`config.mk`:
```
export PLATFORM = sky130hd
export DESIGN_NAME = matrix_scan_scheduler
export DESIGN_NICKNAME = d
export VERILOG_FILES = /design/src/rtl/matrix_scan_scheduler_pkg.sv /design/src/rtl/matrix_scan_scheduler_rr_arbiter3.sv /design/src/rtl/matrix_scan_scheduler.sv
export SDC_FILE = /design/constraint.sdc
export NUM_CORES = 1
export LEC_CHECK = 0
export CORE_ASPECT_RATIO = 1.1
export CORE_MARGIN = 5
export CORE_UTILIZATION = 51
export DETAILED_ROUTE_END_ITERATION = 6
export PLACE_DENSITY = 0.83
export SYNTH_ARGS = -nofsm -noshare
export SYNTH_HDL_FRONTEND = slang
export SYNTH_SLANG_ARGS = --single-unit
```
`constraint.sdc`:
```
create_clock -name CLK -period 2.97 [get_ports CLK]
set_input_delay 0.594 -clock CLK [delete_from_list [all_inputs] [get_ports CLK]]
set_output_delay 0.594 -clock CLK [all_outputs]
set_load 0.03 [all_outputs]
```
`src/rtl/matrix_scan_scheduler_pkg.sv`:
```
// Shared constants for the LED matrix scan scheduler: FSM states, layer
// indices, game-over pattern table and win-screen row patterns.
package matrix_scan_scheduler_pkg;

    typedef logic [1:0] state_t;

    localparam state_t ST_PLAY = 2'd0;
    localparam state_t ST_OVER = 2'd1;
    localparam state_t ST_WIN  = 2'd2;

    localparam logic [1:0] LAYER_B = 2'd0;
    localparam logic [1:0] LAYER_G = 2'd1;
    localparam logic [1:0] LAYER_R = 2'd2;

    localparam logic [7:0] ALL_OFF  = 8'hFF;
    localparam logic [7:0] WIN_EVEN = 8'h55;
    localparam logic [7:0] WIN_ODD  = 8'hAA;

    // Active-low cross drawn on the red plane while the game is over
    localparam logic [7:0] OVER_PATTERN [0:7] = '{
        8'h7E, 8'hBD, 8'hDB, 8'hE7, 8'hE7, 8'hDB, 8'hBD, 8'h7E
    };

    function automatic logic [7:0] over_row(input logic [2:0] row);
        return OVER_PATTERN[row];
    endfunction

endpackage

```
`src/rtl/matrix_scan_scheduler_rr_arbiter3.sv`:
```
// Three-way round-robin arbiter; the pointer remembers the last granted
// request and the search starts just after it.
module rr_arbiter3
    import matrix_scan_scheduler_pkg::*;
(
    input  logic       clk,
    input  logic       clear,
    input  logic       advance,
    input  logic [2:0] req,
    output logic [2:0] grant,
    output logic       grant_valid,
    output logic [1:0] grant_idx,
    output logic [1:0] ptr
);

    logic [1:0] ptr_r;
    logic [1:0] first_s;
    logic [1:0] second_s;
    logic [1:0] third_s;

    assign ptr = ptr_r;

    // Search order derived from the last granted layer
    always_comb begin
        first_s  = LAYER_B;
        second_s = LAYER_G;
        third_s  = LAYER_R;
        case (ptr_r)
            LAYER_B: begin
                first_s  = LAYER_G;
                second_s = LAYER_R;
                third_s  = LAYER_B;
            end
            LAYER_G: begin
                first_s  = LAYER_R;
                second_s = LAYER_B;
                third_s  = LAYER_G;
            end
            default: begin
                first_s  = LAYER_B;
                second_s = LAYER_G;
                third_s  = LAYER_R;
            end
        endcase
    end

    // Pick the first requesting layer in search order
    always_comb begin
        grant_valid = 1'b1;
        grant_idx   = first_s;
        if (req[first_s]) begin
            grant_idx = first_s;
        end else if (req[second_s]) begin
            grant_idx = second_s;
        end else if (req[third_s]) begin
            grant_idx = third_s;
        end else begin
            grant_valid = 1'b0;
            grant_idx   = ptr_r;
        end
        grant = grant_valid ? (3'b001 << grant_idx) : 3'b000;
    end

    // Pointer moves only when a grant is actually taken
    always_ff @(posedge clk) begin
        if (clear) begin
            ptr_r <= LAYER_R;
        end else if (advance && grant_valid) begin
            ptr_r <= grant_idx;
        end else begin
            ptr_r <= ptr_r;
        end
    end

endmodule

```
`src/rtl/matrix_scan_scheduler.sv`:
```
// Display slot scheduler for an 8x8 RGB matrix: round-robin over three
// colour layers while playing, fixed screens for game-over and win.
module matrix_scan_scheduler
    import matrix_scan_scheduler_pkg::*;
#(
    parameter int BLANK = 2
)
(
    input  logic       CLK,
    input  logic       Clear,
    input  logic       scan_tick,
    input  logic [7:0] b_data,
    input  logic [7:0] g_data,
    input  logic [7:0] r_data,
    input  logic [2:0] b_row,
    input  logic [2:0] g_row,
    input  logic [2:0] r_row,
    input  logic       b_valid,
    input  logic       g_valid,
    input  logic       r_valid,
    input  logic       game_over,
    input  logic       win,
    output logic [2:0] ack,
    output logic [7:0] DATA_R,
    output logic [7:0] DATA_G,
    output logic [7:0] DATA_B,
    output logic [2:0] S,
    output logic       COMM,
    output logic       frame_done
);

    localparam logic [3:0] BLANK_CNT = 4'(BLANK);

    state_t     state_r;
    state_t     state_nxt_s;
    logic [2:0] row_r;
    logic [2:0] row_nxt_s;
    logic [3:0] blank_r;
    logic       prev_wrap_r;
    logic [7:0] slot_red_r, slot_green_r, slot_blue_r;
    logic [2:0] slot_row_r;
    logic [7:0] slot_red_s, slot_green_s, slot_blue_s;
    logic [2:0] slot_row_s;
    logic [7:0] out_red_r, out_green_r, out_blue_r;
    logic [2:0] out_row_r;
    logic       play_tick_s;
    logic [2:0] grant_s;
    logic       grant_valid_s;
    logic [1:0] grant_idx_s;
    logic [1:0] ptr_s;

    assign play_tick_s = scan_tick && !Clear && (state_r == ST_PLAY)
                         && !game_over && !win;

    rr_arbiter3 u_arb (
        .clk         (CLK),
        .clear       (Clear),
        .advance     (play_tick_s),
        .req         ({r_valid, g_valid, b_valid}),
        .grant       (grant_s),
        .grant_valid (grant_valid_s),
        .grant_idx   (grant_idx_s),
        .ptr         (ptr_s)
    );

    assign DATA_R = out_red_r;
    assign DATA_G = out_green_r;
    assign DATA_B = out_blue_r;
    assign S      = out_row_r;
    assign COMM   = 1'b1;

    // Grant strobe and frame marker belong to the scan_tick cycle itself
    always_comb begin
        ack        = 3'b000;
        frame_done = 1'b0;
        if (play_tick_s) begin
            ack        = grant_s;
            frame_done = grant_valid_s && (grant_idx_s == LAYER_B) && prev_wrap_r;
        end else if (scan_tick && !Clear && (state_r != ST_PLAY)) begin
            frame_done = (row_r == 3'd7);
        end else begin
            ack        = 3'b000;
            frame_done = 1'b0;
        end
    end

    // Next state and the slot content to be latched on this scan_tick
    always_comb begin
        state_nxt_s  = state_r;
        row_nxt_s    = row_r;
        slot_red_s   = ALL_OFF;
        slot_green_s = ALL_OFF;
        slot_blue_s  = ALL_OFF;
        slot_row_s   = 3'd0;
        case (state_r)
            ST_PLAY: begin
                if (game_over) begin
                    state_nxt_s = ST_OVER;
                    row_nxt_s   = 3'd0;
                    slot_red_s  = over_row(3'd0);
                end else if (win) begin
                    state_nxt_s  = ST_WIN;
                    row_nxt_s    = 3'd0;
                    slot_green_s = WIN_EVEN;
                end else if (grant_valid_s) begin
                    case (grant_idx_s)
                        LAYER_B: begin
                            slot_blue_s = ~b_data;
                            slot_row_s  = b_row;
                        end
                        LAYER_G: begin
                            slot_green_s = ~g_data;
                            slot_row_s   = g_row;
                        end
                        LAYER_R: begin
                            slot_red_s = ~r_data;
                            slot_row_s = r_row;
                        end
                        default: begin
                            slot_row_s = 3'd0;
                        end
                    endcase
                end else begin
                    slot_row_s = 3'd0;
                end
            end
            ST_OVER: begin
                row_nxt_s  = row_r + 3'd1;
                slot_red_s = over_row(row_nxt_s);
                slot_row_s = row_nxt_s;
            end
            ST_WIN: begin
                row_nxt_s    = row_r + 3'd1;
                slot_green_s = row_nxt_s[0] ? WIN_ODD : WIN_EVEN;
                slot_row_s   = row_nxt_s;
            end
            default: begin
                state_nxt_s = ST_PLAY;
            end
        endcase
    end

    // Slot latch, blanking counter and registered matrix drive
    always_ff @(posedge CLK) begin
        if (Clear) begin
            state_r      <= ST_PLAY;
            row_r        <= 3'd0;
            blank_r      <= 4'd0;
            prev_wrap_r  <= 1'b0;
            slot_red_r   <= ALL_OFF;
            slot_green_r <= ALL_OFF;
            slot_blue_r  <= ALL_OFF;
            slot_row_r   <= 3'd0;
            out_red_r    <= ALL_OFF;
            out_green_r  <= ALL_OFF;
            out_blue_r   <= ALL_OFF;
            out_row_r    <= 3'd0;
        end else if (scan_tick) begin
            state_r      <= state_nxt_s;
            row_r        <= row_nxt_s;
            blank_r      <= 4'd0;
            slot_red_r   <= slot_red_s;
            slot_green_r <= slot_green_s;
            slot_blue_r  <= slot_blue_s;
            slot_row_r   <= slot_row_s;
            if (play_tick_s) begin
                prev_wrap_r <= !grant_valid_s || (grant_idx_s == LAYER_R);
            end else begin
                prev_wrap_r <= prev_wrap_r;
            end
            if (BLANK_CNT == 4'd0) begin
                out_red_r   <= slot_red_s;
                out_green_r <= slot_green_s;
                out_blue_r  <= slot_blue_s;
                out_row_r   <= slot_row_s;
            end else begin
                out_red_r   <= ALL_OFF;
                out_green_r <= ALL_OFF;
                out_blue_r  <= ALL_OFF;
                out_row_r   <= 3'd0;
            end
        end else if (blank_r != BLANK_CNT) begin
            blank_r <= blank_r + 4'd1;
            // The last blanking cycle loads the slot so it appears right after
            if ((blank_r + 4'd1) == BLANK_CNT) begin
                out_red_r   <= slot_red_r;
                out_green_r <= slot_green_r;
                out_blue_r  <= slot_blue_r;
                out_row_r   <= slot_row_r;
            end else begin
                out_red_r   <= ALL_OFF;
                out_green_r <= ALL_OFF;
                out_blue_r  <= ALL_OFF;
                out_row_r   <= 3'd0;
            end
        end else begin
            out_red_r   <= slot_red_r;
            out_green_r <= slot_green_r;
            out_blue_r  <= slot_blue_r;
            out_row_r   <= slot_row_r;
        end
    end

endmodule

```
==> results of run 1 <==
[sequential cells by signal, summed over array words and instances (netlist names)]
signal / cells
DATA_B: 8
DATA_G: 8
DATA_R: 8
slot_blue_r: 8
slot_green_r: 8
slot_red_r: 8
blank_r: 4
S: 3
row_r: 3
slot_row_r: 3
state_r: 2
u_arb.ptr: 2
prev_wrap_r: 1
[cells by family (layout without fill, tap and decap cells)]
kind of cell,count (synthesis),after routing
compound gates,64,64
xor+xnor,2,2
fa+ha+maj,12,12
buf+inv,26,106
flops,66,66
mux,9,9
other cells,1,1
simple gates,117,117
[routing by layer]
layer	wire [µm]	up-vias	track usage
met5	0	-	0
met4	144	0	0.09375
met2	3162	61	0.3323
met3	276	12	0.05301
li1	-	1155	-
met1	2786	1058	0.2418
[final cells by class]
type | instances | share of cell area
clock buffer | 9 | 0.03367
clock inverter | 7 | 0.02721
inverter | 13 | 0.01327
multi-input combinational | 205 | 0.3442
sequential | 66 | 0.3592
tap | 58 | 0.01973
timing repair buffer | 77 | 0.2027
[cells in the final DEF, fill, tap and decap left out, types with 3 or more instances in the layout]
| cell type | n |
|---|---|
| sky130_fd_sc_hd__and3_1 | 4 |
| sky130_fd_sc_hd__nand3_1 | 7 |
| sky130_fd_sc_hd__mux2i_1 | 9 |
| sky130_fd_sc_hd__dfxtp_1 | 66 |
| sky130_fd_sc_hd__a21oi_1 | 28 |
| sky130_fd_sc_hd__clkbuf_8 | 9 |
| sky130_fd_sc_hd__ha_1 | 12 |
| sky130_fd_sc_hd__clkdlybuf4s50_1 | 67 |
| sky130_fd_sc_hd__nor2_1 | 36 |
| sky130_fd_sc_hd__a211oi_1 | 10 |
| sky130_fd_sc_hd__nor2b_1 | 5 |
| sky130_fd_sc_hd__o221ai_1 | 3 |
| sky130_fd_sc_hd__inv_1 | 13 |
| sky130_fd_sc_hd__o21ai_0 | 11 |
| sky130_fd_sc_hd__nand2b_1 | 15 |
| sky130_fd_sc_hd__buf_4 | 10 |
| sky130_fd_sc_hd__nand2_1 | 33 |
[stage by stage]
stage	hold slack (ns)	util	area, µm²	setup WS (ns)
finish	0.4332	0.7259	3679	0.1736
global route	0.4460	0.7259	3679	0.04545
CTS	0.4344	0.7259	3679	0.1657
detailed placement	0.4145	0.6817	3455	0.1947
global placement	0.4119	0.6817	3455	0.2214
floorplan	0.4067	-	2694	0.4630
[cells in the mapped netlist, types with 2 or more instances]
cell                       count  area share
sky130_fd_sc_hd__a211oi_1     10       0.028
sky130_fd_sc_hd__a21o_1        2      0.0056
sky130_fd_sc_hd__a21oi_1      28       0.052
sky130_fd_sc_hd__and3_1        4      0.0093
sky130_fd_sc_hd__buf_2         4      0.0074
sky130_fd_sc_hd__clkbuf_1      8       0.011
sky130_fd_sc_hd__dfxtp_1      66        0.49
sky130_fd_sc_hd__ha_1         12       0.056
sky130_fd_sc_hd__inv_1        13       0.018
sky130_fd_sc_hd__mux2i_1       9       0.033
sky130_fd_sc_hd__nand2_1      33       0.046
sky130_fd_sc_hd__nand2b_1     15       0.035
sky130_fd_sc_hd__nand3_1       7       0.013
sky130_fd_sc_hd__nor2_1       36       0.050
sky130_fd_sc_hd__nor2b_1       5       0.012
sky130_fd_sc_hd__nor3b_1       2      0.0056
sky130_fd_sc_hd__o21ai_0      11       0.020
sky130_fd_sc_hd__o221ai_1      3      0.0098
sky130_fd_sc_hd__or2_2         2      0.0046
sky130_fd_sc_hd__xnor2_1       2      0.0065
[final timing paths]
kind,endpoint,slack [ns],cells past startpoint
hold reg to reg,DATA_B[6],0.43,2
setup reg to reg,S[1],0.91,5
hold / removal,DATA_B[6],0.43,2
setup / recovery,frame_done,0.17,7
[power by group]
part | internal [mW] | switching (mW)
Combinational | 0.112 | 0.123
Sequential | 0.912 | 0.0152
Clock | 0.479 | 0.364
[worst max-delay path, cell delays in order]
cell and delay, ns:
sky130_fd_sc_hd__clkdlybuf4s50_1 0.48, sky130_fd_sc_hd__nand2b_1 0.19, sky130_fd_sc_hd__nand2_1 0.09, sky130_fd_sc_hd__o21ai_1 0.37
sky130_fd_sc_hd__nor3_4 0.09, sky130_fd_sc_hd__a32o_1 0.23, sky130_fd_sc_hd__buf_4 0.17
==> impl_metrics.json, run 1 <==
{
  "finish.net_count": 425,
  "number_of_buffers_on_the_longest_clock_path": 2,
  "ioPinCount": 73,
  "antenna_cells": 0,
  "core_area_mm2": 0.005067,
  "wire_per_inst_um": 14.64,
  "final.fill_count": 396,
  "std_cell_rows": 27,
  "largest_family_of_logic_cells_by_synthesized_area": "simple AND/OR/NAND/NOR gates",
  "postCtsHoldBufs": 0,
  "cts_buffers": 9,
  "post_synth_xor_area_fraction": 0.006503,
  "die_height_um": 86.23,
  "grt_overflow_total": 0,
  "setup_total_negative_slack_ns": 0,
  "via_count": 2286,
  "grt_pass1_vias": 2289,
  "synth_fa_ha_area_frac": 0.05574,
  "place_inst": 419,
  "cts_setup_buffers": 0,
  "drive_gt1_frac": 0.1008,
  "layout_min_cycle_time_ns": 2.796,
  "worst_clock_skew_ns": 0.007851,
  "drtIter0Drc": 95,
  "warnings_synthesis": 0,
  "post_cts.resized_instances": 0,
  "synth_cell_types": 45,
  "drt-total-wl_um": 6370,
  "drtAntennaViolNets": 0,
  "status": "completed",
  "fp.dieArea_mm2": 0.006837,
  "finalCritPeriodShare": 0.9415,
  "numPortBuffers": 71,
  "drc_errors": 0,
  "timing.critical_path.from_type": "primary input",
  "final_setup_viols": 0,
  "synth_sequential_area_ratio": 0.4905,
  "initial_utilization": 0.5316,
  "worst-path-max-fanout": 5,
  "synth-edff-count": 0,
  "arrival_time_of_the_worst_setup_path_ns": 2.20,
  "end_kind": "primary output",
  "antenna_found_initial": 0,
  "rr_startpoint": "blank_r[0]",
  "finalNonFillerCells": 435,
  "slew_headroom": 0.2968,
  "grt_util_all_layers": 0.2003,
  "synth.area.mux_share": 0.03344,
  "worstSetupPathType": "in -> out",
  "synth_compound_gate_area_share": 0.1482,
  "detailed_place_hpwl_um": 4696,
  "clk_root_buffer_cell": "sky130_fd_sc_hd__clkbuf_8",
  "total_nets_after_synthesis": 350,
  "tritoncts": "done",
  "htree_levels": 3,
  "die_w_um": 79.30,
  "holdCritPathClass": "reg -> reg",
  "vdd_drop_max_mv": 0.3691,
  "slew_viol_final": 0,
  "grt_setup_unrepaired": "false",
  "synth_to_layout_area_growth_pct": 36.55,
  "drtPass1Iterations": 4,
  "cp-startpoint": "g_valid",
  "report.power.total_mw": 2.006,
  "p_per_area_mw_per_mm2": 545.4,
  "ff_latch_area_mm2": 0.001321,
  "place.gp.congestion": 0.8384,
  "grt_start_max_net_pins": 28,
  "report.final.hold_viol_count": 0,
  "min-delay-start": "slot_blue_r[6]",
  "avgSynthCellArea_um2": 9.070,
  "primary_ff_master_synth": "sky130_fd_sc_hd__dfxtp_1",
  "grt_pass1_wl_um": 10490,
  "synth_seq_cells": 66,
  "multi_input_area_mm2": 0.001266,
  "worstSkewPairLatency_ns": 0.35,
  "synth-simple-area-share": 0.2248,
  "detail_route.vias_per_cell": 5.255,
  "power.leakage_nw": 1.416,
  "worst_pin_slew_ns": 1.055,
  "clk_pin_slew_ns": 0.07,
  "async_reset_ff_frac": 0,
  "post_synthesis_cell_area_mm2": 0.002694,
  "critical_path_required_ns": 2.38,
  "fmax_mhz": 357.6,
  "synthesis.instances": 297,
  "numClockSinks": 66,
  "cap_viol_max_count": 0
}
Note: power is estimated with default switching activity, not from simulation.
==> inputs of run 2 (changes only) <==
clock period = 3.4 ns   (was 2.97 ns; I/O delays follow)
==> impl_metrics.json, run 2 (synthesis results as in run 1) <==
{
  "antenna_cells": 0,
  "grt_start_max_net_pins": 28,
  "drt-total-wl_um": 6328,
  "via_count": 2280,
  "numPortBuffers": 71,
  "cts_buffers": 9,
  "drtPass1Iterations": 4,
  "p_int_mw": 1.250,
  "cp_cell_sequence": "inv_1, ha_1, nor3b_4, nand3_4, nor3_4, a32o_1, buf_4",
  "synth_to_layout_area_growth_pct": 34.93,
  "end_kind": "primary output",
  "grt_pass1_wl_um": 10400,
  "std_cell_rows": 27,
  "drtIter0Drc": 86,
  "postLayoutCoreUtil": 0.7173,
  "fp.dieArea_mm2": 0.006837,
  "place.gp.congestion": 0.8468,
  "switching_power_mw": 0.4058,
  "cts_setup_buffers": 0,
  "report.final.hold_viol_count": 0,
  "drive_gt1_frac": 0.09333,
  "comb_power_share": 0.123,
  "finish.net_count": 423,
  "timing.final.ws_setup_ns": 0.3864,
  "grt_pass1_vias": 2356,
  "power_frac_seq": 0.490,
  "fmax_mhz": 331.8,
  "grt_util_all_layers": 0.1942,
  "arrival_time_of_the_worst_setup_path_ns": 2.33,
  "switching_share": 0.2451,
  "status": "completed",
  "grt_setup_unrepaired": "false",
  "die_w_um": 79.30,
  "finalInstanceArea_mm2": 0.003635,
  "worstSkewPairLatency_ns": 0.33,
  "layout.cells.most_common": "sky130_fd_sc_hd__clkdlybuf4s50_1",
  "clkPwrFrac": 0.388,
  "final_setup_viols": 0,
  "cap_viol_max_count": 0,
  "preCtsSetupSlack_ns": 0.4472,
  "tritoncts": "done",
  "critical_path_required_ns": 2.72,
  "htree_levels": 3,
  "drtAntennaViolNets": 0,
  "clk_pin_slew_ns": 0.07,
  "power.leakage_nw": 1.395,
  "timing.critical_path.slowest_stage_cell": "sky130_fd_sc_hd__ha_1",
  "cpPeakStageDelay_ns": 0.43,
  "initial_utilization": 0.5316,
  "p_per_area_mw_per_mm2": 455.5,
  "slew_headroom": 0.3293,
  "grt_overflow_total": 0,
  "clk_root_buffer_cell": "sky130_fd_sc_hd__clkbuf_8",
  "worst_pin_slew_ns": 1.006,
  "detailed_place_hpwl_um": 4710,
  "wire_per_inst_um": 14.61,
  "worst-path-max-fanout": 14,
  "place_area_mm2": 0.003440,
  "detail_route.vias_per_cell": 5.266,
  "core_area_mm2": 0.005067,
  "postCtsHoldBufs": 0,
  "worstSetupPathType": "reg -> out",
  "layout.cells.most_common_list": "67 x sky130_fd_sc_hd__clkdlybuf4s50_1, 66 x sky130_fd_sc_hd__dfxtp_1, 36 x sky130_fd_sc_hd__nor2_1",
  "antenna_found_initial": 0,
  "vdd_drop_max_mv": 0.2504,
  "post_cts.resized_instances": 0,
  "setup_total_negative_slack_ns": 0,
  "slew_viol_final": 0,
  "ioPinCount": 73,
  "numClockSinks": 66,
  "report.power.total_mw": 1.655,
  "number_of_buffers_on_the_longest_clock_path": 2,
  "drc_errors": 0,
  "finalCritPeriodShare": 0.8864,
  "layout_min_cycle_time_ns": 3.014,
  "worst_clock_skew_ns": 0.006247,
  "holdCritPathClass": "reg -> reg",
  "die_height_um": 86.23,
  "timing.critical_path.from_type": "flop"
}
## run 2: worst paths after layout
kind / end / slack [ns] / cells after the start / startpoint
worst max register to register: slot_blue_r[3] / 1.35 / 7 / state_r[0]
worst min-delay path: DATA_G[7] / 0.43 / 2 / slot_green_r[7]
worst min register to register: DATA_G[7] / 0.43 / 2 / slot_green_r[7]
worst max-delay path: frame_done / 0.39 / 7 / state_r[0]
## run 2: final cells by class
| cell class | count | area (µm²) |
|---|---|---|
| Sequential cell | 66 | 1321 |
| Clock inverter | 5 | 53.80 |
| Inverter | 13 | 48.80 |
| Multi-Input combinational cell | 205 | 1266 |
| Fill cell | 418 | 1433 |
| Tap cell | 58 | 72.57 |
| Timing Repair Buffer | 75 | 730.7 |
| Clock buffer | 11 | 141.4 |
## run 2: critical path: cells and delay by family (launching register included)
kind	cells	cell delay (ns)
AOI/OAI and AO/OA	1	0.17
adders and majority gates	1	0.43
buffers and inverters	2	0.26
DFF	1	0.35
and+or+nand+nor	3	0.78
## run 2: power groups by stage
stage | registers, mW | clock network (mW) | logic [mW]
floorplan | 0.826 | 0 | 0.119
global placement | 0.827 | 0 | 0.198
detailed placement | 0.828 | 0 | 0.202
CTS | 0.810 | 0.649 | 0.204
global route | 0.813 | 0.686 | 0.224
finish | 0.811 | 0.642 | 0.203
## run 2: metal layers
| layer | global-route usage | share of wire | vias up |
|---|---|---|---|
| met4 | 0.08906 | 0.022 | 0 |
| met2 | 0.3346 | 0.50 | 63 |
| met3 | 0.04470 | 0.062 | 14 |
| met1 | 0.2289 | 0.42 | 1051 |
| li1 | - | - | 1152 |
| met5 | 0 | 0 | - |
## run 2: through the flow
stage	hold slack, ns	cells
2_1_floorplan	0.4067	297
3_3_place_gp	0.4116	417
3_5_place_dp	0.4161	417
4_1_cts	0.4335	433
5_1_grt	0.4575	433
6_report	0.4338	433
